[config.mk]
export PLATFORM = sky130hd
export DESIGN_NAME = memorio_bridge
export DESIGN_NICKNAME = d
export VERILOG_FILES = /design/src/rtl/memorio_bridge.sv
export SDC_FILE = /design/constraint.sdc
export NUM_CORES = 1
export LEC_CHECK = 0
export ABC_AREA = 0
export CAP_MARGIN = 20
export CORE_MARGIN = 3
export CORE_UTILIZATION = 34
export DETAILED_ROUTE_END_ITERATION = 7
export PLACE_DENSITY_LB_ADDON = 0.2
export SETUP_SLACK_MARGIN = 0.1
export SYNTH_ARGS = -nofsm -noshare
export SYNTH_HDL_FRONTEND = slang
export SYNTH_SLANG_ARGS = --single-unit
[constraint.sdc]
create_clock -name clock -period 2.67 [get_ports clock]
set_input_delay 0.4005 -clock clock [delete_from_list [all_inputs] [get_ports clock]]
set_output_delay 0.4005 -clock clock [all_outputs]
set_load 0.01 [all_outputs]
[src/rtl/memorio_bridge.sv]
// Load/store router between the execute stage, data memory and the IO bus; IO traffic uses a req/ack FSM that stalls the CPU.
// Optional IO_TIMEOUT_EN macro adds an REQ-state timeout with a sticky Timeout_err flag.
module memorio_bridge #(
    parameter logic [21:0] IO_BASE = 22'h3FFFFF,
    parameter int IO_DW = 16
`ifdef IO_TIMEOUT_EN
    , parameter int TIMEOUT_CYCLES = 255
`endif
) (
    input  logic             clock,
    input  logic             reset,
    input  logic             Mem_read,
    input  logic             Mem_write,
    input  logic [31:0]      Addr_in,
    input  logic [31:0]      Write_data,
    input  logic [31:0]      Mem_rdata,
    output logic [31:0]      Mem_addr,
    output logic [31:0]      Mem_wdata,
    output logic             Mem_wen,
    output logic [9:0]       io_addr,
    output logic [IO_DW-1:0] io_wdata,
    output logic             io_we,
    output logic             io_req,
    input  logic             io_ack,
    input  logic [IO_DW-1:0] io_rdata,
    output logic [31:0]      Rdata,
    output logic             Stall,
    output logic             Timeout_err
);

    // state | meaning
    // IDLE  | no IO transaction; memory path active, IO access latches its operands
    // REQ   | io_req asserted, waiting for io_ack (or timeout)
    // DONE  | IO result presented for one cycle while the CPU commits
    typedef enum logic [1:0] {IDLE, REQ, DONE} state_t;

    state_t state, state_nxt;
    logic             is_io;
    logic             timeout_hit;
    logic [9:0]       io_addr_q;
    logic [IO_DW-1:0] io_wdata_q;
    logic             io_we_q;
    logic [31:0]      rd_q;

    assign is_io = (Mem_read | Mem_write) && (Addr_in[31:10] == IO_BASE);

    assign Mem_addr  = Addr_in;
    assign Mem_wdata = Write_data;
    assign Mem_wen   = Mem_write & ~is_io;

    assign io_addr  = io_addr_q;
    assign io_wdata = io_wdata_q;
    assign io_we    = io_we_q;

`ifdef IO_TIMEOUT_EN
    logic [7:0] tmo_cnt;
    logic       tmo_err_q;

    assign timeout_hit = (state == REQ) && !io_ack && (tmo_cnt == 8'(TIMEOUT_CYCLES - 1));
    assign Timeout_err = tmo_err_q;

    always_ff @(posedge clock or posedge reset) begin
        if (reset) begin
            tmo_cnt   <= 8'd0;
            tmo_err_q <= 1'b0;
        end else begin
            if (state == IDLE && is_io)
                tmo_cnt <= 8'd0;
            else if (state == REQ)
                tmo_cnt <= tmo_cnt + 8'd1;
            if (timeout_hit)
                tmo_err_q <= 1'b1;
        end
    end
`else
    assign timeout_hit = 1'b0;
    assign Timeout_err = 1'b0;
`endif

    always_ff @(posedge clock or posedge reset) begin
        if (reset)
            state <= IDLE;
        else
            state <= state_nxt;
    end

    // DONE always returns to IDLE so a still-asserted load/store is not re-issued.
    always_comb begin
        state_nxt = state;
        io_req    = 1'b0;
        Stall     = 1'b0;
        Rdata     = Mem_rdata;
        case (state)
            IDLE: begin
                Stall = is_io;
                if (is_io)
                    state_nxt = REQ;
            end
            REQ: begin
                io_req = 1'b1;
                Stall  = 1'b1;
                if (io_ack || timeout_hit)
                    state_nxt = DONE;
            end
            DONE: begin
                Rdata     = io_we_q ? 32'd0 : rd_q;
                state_nxt = IDLE;
            end
            default: state_nxt = IDLE;
        endcase
    end

    always_ff @(posedge clock or posedge reset) begin
        if (reset) begin
            io_addr_q  <= '0;
            io_wdata_q <= '0;
            io_we_q    <= 1'b0;
            rd_q       <= 32'd0;
        end else begin
            if (state == IDLE && is_io) begin
                io_addr_q  <= Addr_in[9:0];
                io_wdata_q <= Write_data[IO_DW-1:0];
                io_we_q    <= Mem_write;
            end
            if (state == REQ && io_ack)
                rd_q <= 32'(io_rdata);
            else if (timeout_hit)
                rd_q <= 32'hFFFF_FFFF;
        end
    end

endmodule

==> flow_summary.toml, run 1 <==
[worst_setup_path]
critPathMaxFanout = 2
cp.arrival_ns = 1.91
start_kind = "primary input"
crit_type = "in -> out"
cp_cell_sequence = "clkdlybuf4s50_1, nand4_1, nor4_4, nand2_1, a21oi_1, dlygate4sd2_1"
critical_path.top_delay_family = "buffers and inverters"
required_ns = 2.27
end_kind = "output port"
worst_path_max_delay_cell = "clkdlybuf4s50_1"
path_buf_inv = 2
max_stage_delay_ns = 0.49

[cts]
cts_buffers = 5
h-tree-depth = 2
root_buffer = "clkbuf_8"
clock_path_buffers = 2
cts_setup_buffers = 0
tritoncts = "yes"
clk_pin_slew_ns = 0.08
holdBufCountCts = 0
worstSkewPairLatency_ns = 0.29
clock-sinks = 45

[timing]
max_freq_ghz = 0.432
finalSetupTns_ns = 0
setup_slack_ns = 0.358
skew_ns = 0.00842
final.period_utilization = 0.866
slew_violations = 0
rsz0062_at_grt = "no"
relSlewSlack = 0.508
final-hold-violation-count = 0
period_needed_ns = 2.31
setup_viol = 0
worst_pin_slew_ns = 0.737

[global_routing]
grt_usage = 0.165
grt_pass1_wl_um = 11600
grt_max_degree = 49
antenna_found_initial = 0
grtUsageMet3 = 0.0616
grt_overflow = 0
grtUsageMet2 = 0.288
grt_busiest_layer = "met2"
use_met1 = 0.189
grt_pass1_vias = 2267

[synthesis]
ys_types = 20
synth_area_um2 = 2690
synth-seq-cells = 45
synth_top_area_share = 0.418
syn_inst = 247
synth_largest_area_cell = "dfrtp_1"
synth_warnings = 0
ys_top_cells_by_area = "dfrtp_1 (42%), buf_4 (18%), mux2_4 (11%)"
syn_area_per_cell_um2 = 10.9
ys_seq_area_frac = 0.418
synth_nets = 364

[route]
firstDrtPassIters = 4
vias = 2177
drt_iter0_drc = 43
drt-wirelength-per-cell_um = 15.3
ant_nets = 0
drc = 0
wl_um = 7560
vias_per_cell = 4.40

[floorplan]
dieWidth_um = 95.0
num_rows = 31
start_util = 0.360
core_um2 = 7490
die_area_um2 = 9030
io-pin-count = 244
dieHeight_um = 95.0

[placed_design]
dp_slack_ns = 0.0943
portBuffers = 210
gp_congestion = 0.753
post_dp_cell_area_um2 = 4420
dp_hpwl_um = 6080

[finish]
final_cell_mix = "clkdlybuf4s50_1 (208), dfrtp_1 (45), mux2_2 (24), nand2_1 (19), mux2_4 (19)"
final-seq-area_um2 = 1130
fillers = 638
n_antenna_cell = 0
multiInputGateArea_um2 = 1020
syn2layout_area_growth_pct = 68.4
drive_gt1_frac = 0.146
layout_commonest_cell = "clkdlybuf4s50_1"
final_cell_area_um2 = 4540
fin_nets = 512

[pwr]
irDropWorstVdd_mv = 0.208
leakagePower_uw = 0.00203
power_density_nw_per_um2 = 356
total_power_uw = 1610

[min_path]
hold_path.class = "in -> async"

[run_status]
status = "complete, no violations"

[run]
cap_viol_max_count = 0
[flip-flops by register name, indices dropped and copies added (netlist names)]
register / flops
io_wdata: 16
rd_q: 16
io_addr: 10
state: 2
io_we: 1
[per-stage QoR]
stage / util / cells / hold WS, ns
after floorplan: - / 247 / 0.481
after global placement: 0.590 / 487 / 0.488
after detailed placement: 0.590 / 487 / 0.491
after CTS: 0.606 / 495 / 0.426
after global routing: 0.606 / 495 / 0.463
final: 0.606 / 495 / 0.416
[report_power, final]
group,switching (uW),total (uW),internal (uW)
Clock,217,522,305
Sequential,8.86,709,700
Combinational,120,382,262
Total,345,1610,1270
[repair_timing]
action / 4_1_cts / 5_1_grt
pin swaps: 0 / 3
resized for setup: 1 / 1
setup endpoints to repair: 1 / 1
[cells by family (layout without fill, tap and decap cells)]
group	count (synthesis)	in the layout	synth area share
buf+inv	77	226	0.204
other cells	1	1	0.00139
simple gates	62	62	0.133
mux	43	43	0.206
compound gates	19	19	0.0372
flops	45	45	0.418
[cell type report]
cell class / count / area share
flip-flops and latches: 45 / 0.248
multi-input cells: 125 / 0.224
repair buffers: 215 / 0.472
well taps: 99 / 0.0273
clock inverters: 1 / 0.00662
inverters: 3 / 0.00248
clock buffers: 7 / 0.0190
[per-layer routing]
metal,up-vias,part of all wire
met1,991,0.37
met4,0,0.013
met2,136,0.50
met5,-,0
li1,1044,-
met3,6,0.12
[worst paths after layout]
| path | cells after the start | from | slack (ns) | end |
|---|---|---|---|---|
| max | 6 | Addr_in[10] | 0.36 | Stall |
| min | 2 | reset | 0.42 | rd_q[4] |
| max reg2reg | 4 | state[0] | 1.02 | rd_q[7] |
| min reg2reg | 1 | rd_q[11] | 0.51 | rd_q[11] |
| max in group asynchronous | 3 | reset | 1.56 | io_addr[4] |
| min in group clock | 1 | rd_q[11] | 0.51 | rd_q[11] |
[Yosys cell counts (all sizes together)]
cell,number
a21oi,1
o31ai,1
mux2,43
o21ai,16
nor2,3
nand4,5
nand3,1
conb,1
nand2b,16
nor4,1
o211ai,1
inv,3
and2,17
buf,68
dfrtp,45
nand2,19
clkbuf,6
Note: power is estimated with default switching activity, not from simulation.
==> run 2: changes to the inputs <==
- CORE_AREA: not set -> 2 2 94 96
- CORE_MARGIN: 3 -> not set
- CORE_UTILIZATION: 34 -> not set
- CTS_BUF_LIST: not set -> sky130_fd_sc_hd__clkbuf_4 sky130_fd_sc_hd__clkbuf_8
- DIE_AREA: not set -> 0 0 96 98
==> run 2 against run 1 <==
Largest cell class unchanged; count of clock-buffer cells in the layout fell by 1; setup slack got worse by 0.049 ns; critical path depth fell by 1; final cell count rose by 2.0%; non-clock buffer count rose by 2; fmax fell by 2.1%; wire length fell by 2.0%; critical path type is now reg -> out; largest power group unchanged; total power fell by 5.7%; sequential power barely moved; register-to-register slack got worse by 0.04 ns; first-iteration DRC count fell by 12%; clock skew fell by 0.0020 ns.
==> flow_summary.toml, run 2 (synthesis gave the netlist of run 1 again) <==
[run_status]
status = "complete, no violations"

[worst_setup_path]
critPathMaxFanout = 48
end_kind = "output port"
r2r_start = "state[0]"
startpoint = "state[0]"
reg2reg_slack_ns = 0.98
crit_type = "reg -> out"
reg2reg_depth = 4
r2r-end = "rd_q[9]"
start_kind = "register"
required_ns = 2.27
cp.arrival_ns = 1.96

[cts]
clock_path_buffers = 2
worstSkewPairLatency_ns = 0.29
h-tree-depth = 2
clk_pin_slew_ns = 0.08
clock-sinks = 45
root_buffer = "clkbuf_8"
tritoncts = "yes"
cts_buffers = 5

[pwr]
power_density_nw_per_um2 = 334
irDropWorstVdd_mv = 0.183
leakagePower_uw = 0.00203

[route]
drt-wirelength-per-cell_um = 14.7
wl_um = 7410
vias_per_cell = 4.33
ant_nets = 0
drc = 0
firstDrtPassIters = 5
drt_iter0_drc = 38
vias = 2187

[finish]
final_cell_area_um2 = 4550
drive_gt1_frac = 0.151
syn2layout_area_growth_pct = 68.9
fin_nets = 514
n_antenna_cell = 0
final_cell_mix = "clkdlybuf4s50_1 (208), dfrtp_1 (45), mux2_2 (24), nand2_1 (19), mux2_4 (19)"
fillers = 782
layout_commonest_cell = "clkdlybuf4s50_1"

[timing]
final-hold-violation-count = 0
period_needed_ns = 2.36
slew_violations = 0
worst_pin_slew_ns = 0.744
skew_ns = 0.00638
relSlewSlack = 0.503
rsz0062_at_grt = "no"
max_freq_ghz = 0.424
finalSetupTns_ns = 0
setup_viol = 0
final.period_utilization = 0.884

[placed_design]
portBuffers = 210
dp_hpwl_um = 5880
post_dp_cell_area_um2 = 4430
gp_congestion = 0.712

[global_routing]
antenna_found_initial = 0
grt_overflow = 0
grt_usage = 0.150
grt_pass1_wl_um = 11000
grt_max_degree = 49
grt_pass1_vias = 2210

[floorplan]
start_util = 0.318
io-pin-count = 244
dieWidth_um = 96
dieHeight_um = 98
die_area_um2 = 9410
num_rows = 34
core_um2 = 8470

[min_path]
hold_path.class = "in -> async"

[run]
cap_viol_max_count = 0
-- run 2: cell types whose count changed in the layout (fill, tap and decap cells not counted) --
cell and delta:
bufinv_16 -1, clkbuf_1 -1, buf_12 +1, clkinvlp_4 +1, buf_4 +1
-- run 2: worst max-delay path, cell delays in order, from the launching register on --
cell and delay [ns]:
dfrtp_1 0.39, inv_1 0.13, nand2_1 0.06, buf_4 0.24, o21ai_0 0.24, clkdlybuf4s50_1 0.58
-- run 2: area by class of cell --
| cell class | instances | area [um2] | share of cell area |
|---|---|---|---|
| clock buffer | 6 | 82.6 | 0.0182 |
| clock inverter | 1 | 7.51 | 0.00165 |
| inverter | 3 | 11.3 | 0.00248 |
| multi-input combinational | 125 | 1020 | 0.224 |
| sequential | 45 | 1130 | 0.248 |
| tap | 108 | 135 | 0.0297 |
| timing repair buffer | 217 | 2170 | 0.477 |
-- run 2: report_power, final --
group          switching [uW]  total (uW)  internal, uW  leakage [uW]
logic                     120         384           265       0.00137
clock network             223         428           205     0.0000433
registers                8.96         709           700      0.000616
-- run 2: per-stage QoR --
step / hold WS, ns / cells / utilization / setup slack [ns] / total power (uW)
6_report: 0.350 / 505 / 0.537 / 0.309 / 1520
5_1_grt: 0.362 / 505 / 0.537 / 0.178 / 1610
4_1_cts: 0.514 / 503 / 0.534 / 0.171 / 1550
3_5_place_dp: 0.494 / 496 / 0.523 / 0.101 / 1110
3_3_place_gp: 0.488 / 496 / 0.523 / 0.0772 / 1100
2_1_floorplan: 0.481 / 247 / - / 1.00 / 891
-- run 2: what timing repair did --
item,in CTS,in global routing
gates resized for setup,1,1
setup endpoints to repair,1,1
pin swaps,0,1
setup buffers,0,1
hold buffers,0,0
-- run 2: worst max-delay path by stage --
stage / to / depth (start not counted)
floorplan: io_addr[0] / 5
global placement: Stall / 6
detailed placement: Stall / 6
CTS: Mem_wen / 6
global route: Rdata[12] / 5
finish: Rdata[4] / 5
-- run 2: layer usage --
layer	part of all wire	track usage	vias up
li1	-	-	1048
met1	0.35	0.161	997
met2	0.52	0.271	134
met3	0.12	0.0579	8
met4	0.012	0.0418	0
met5	0	0	-
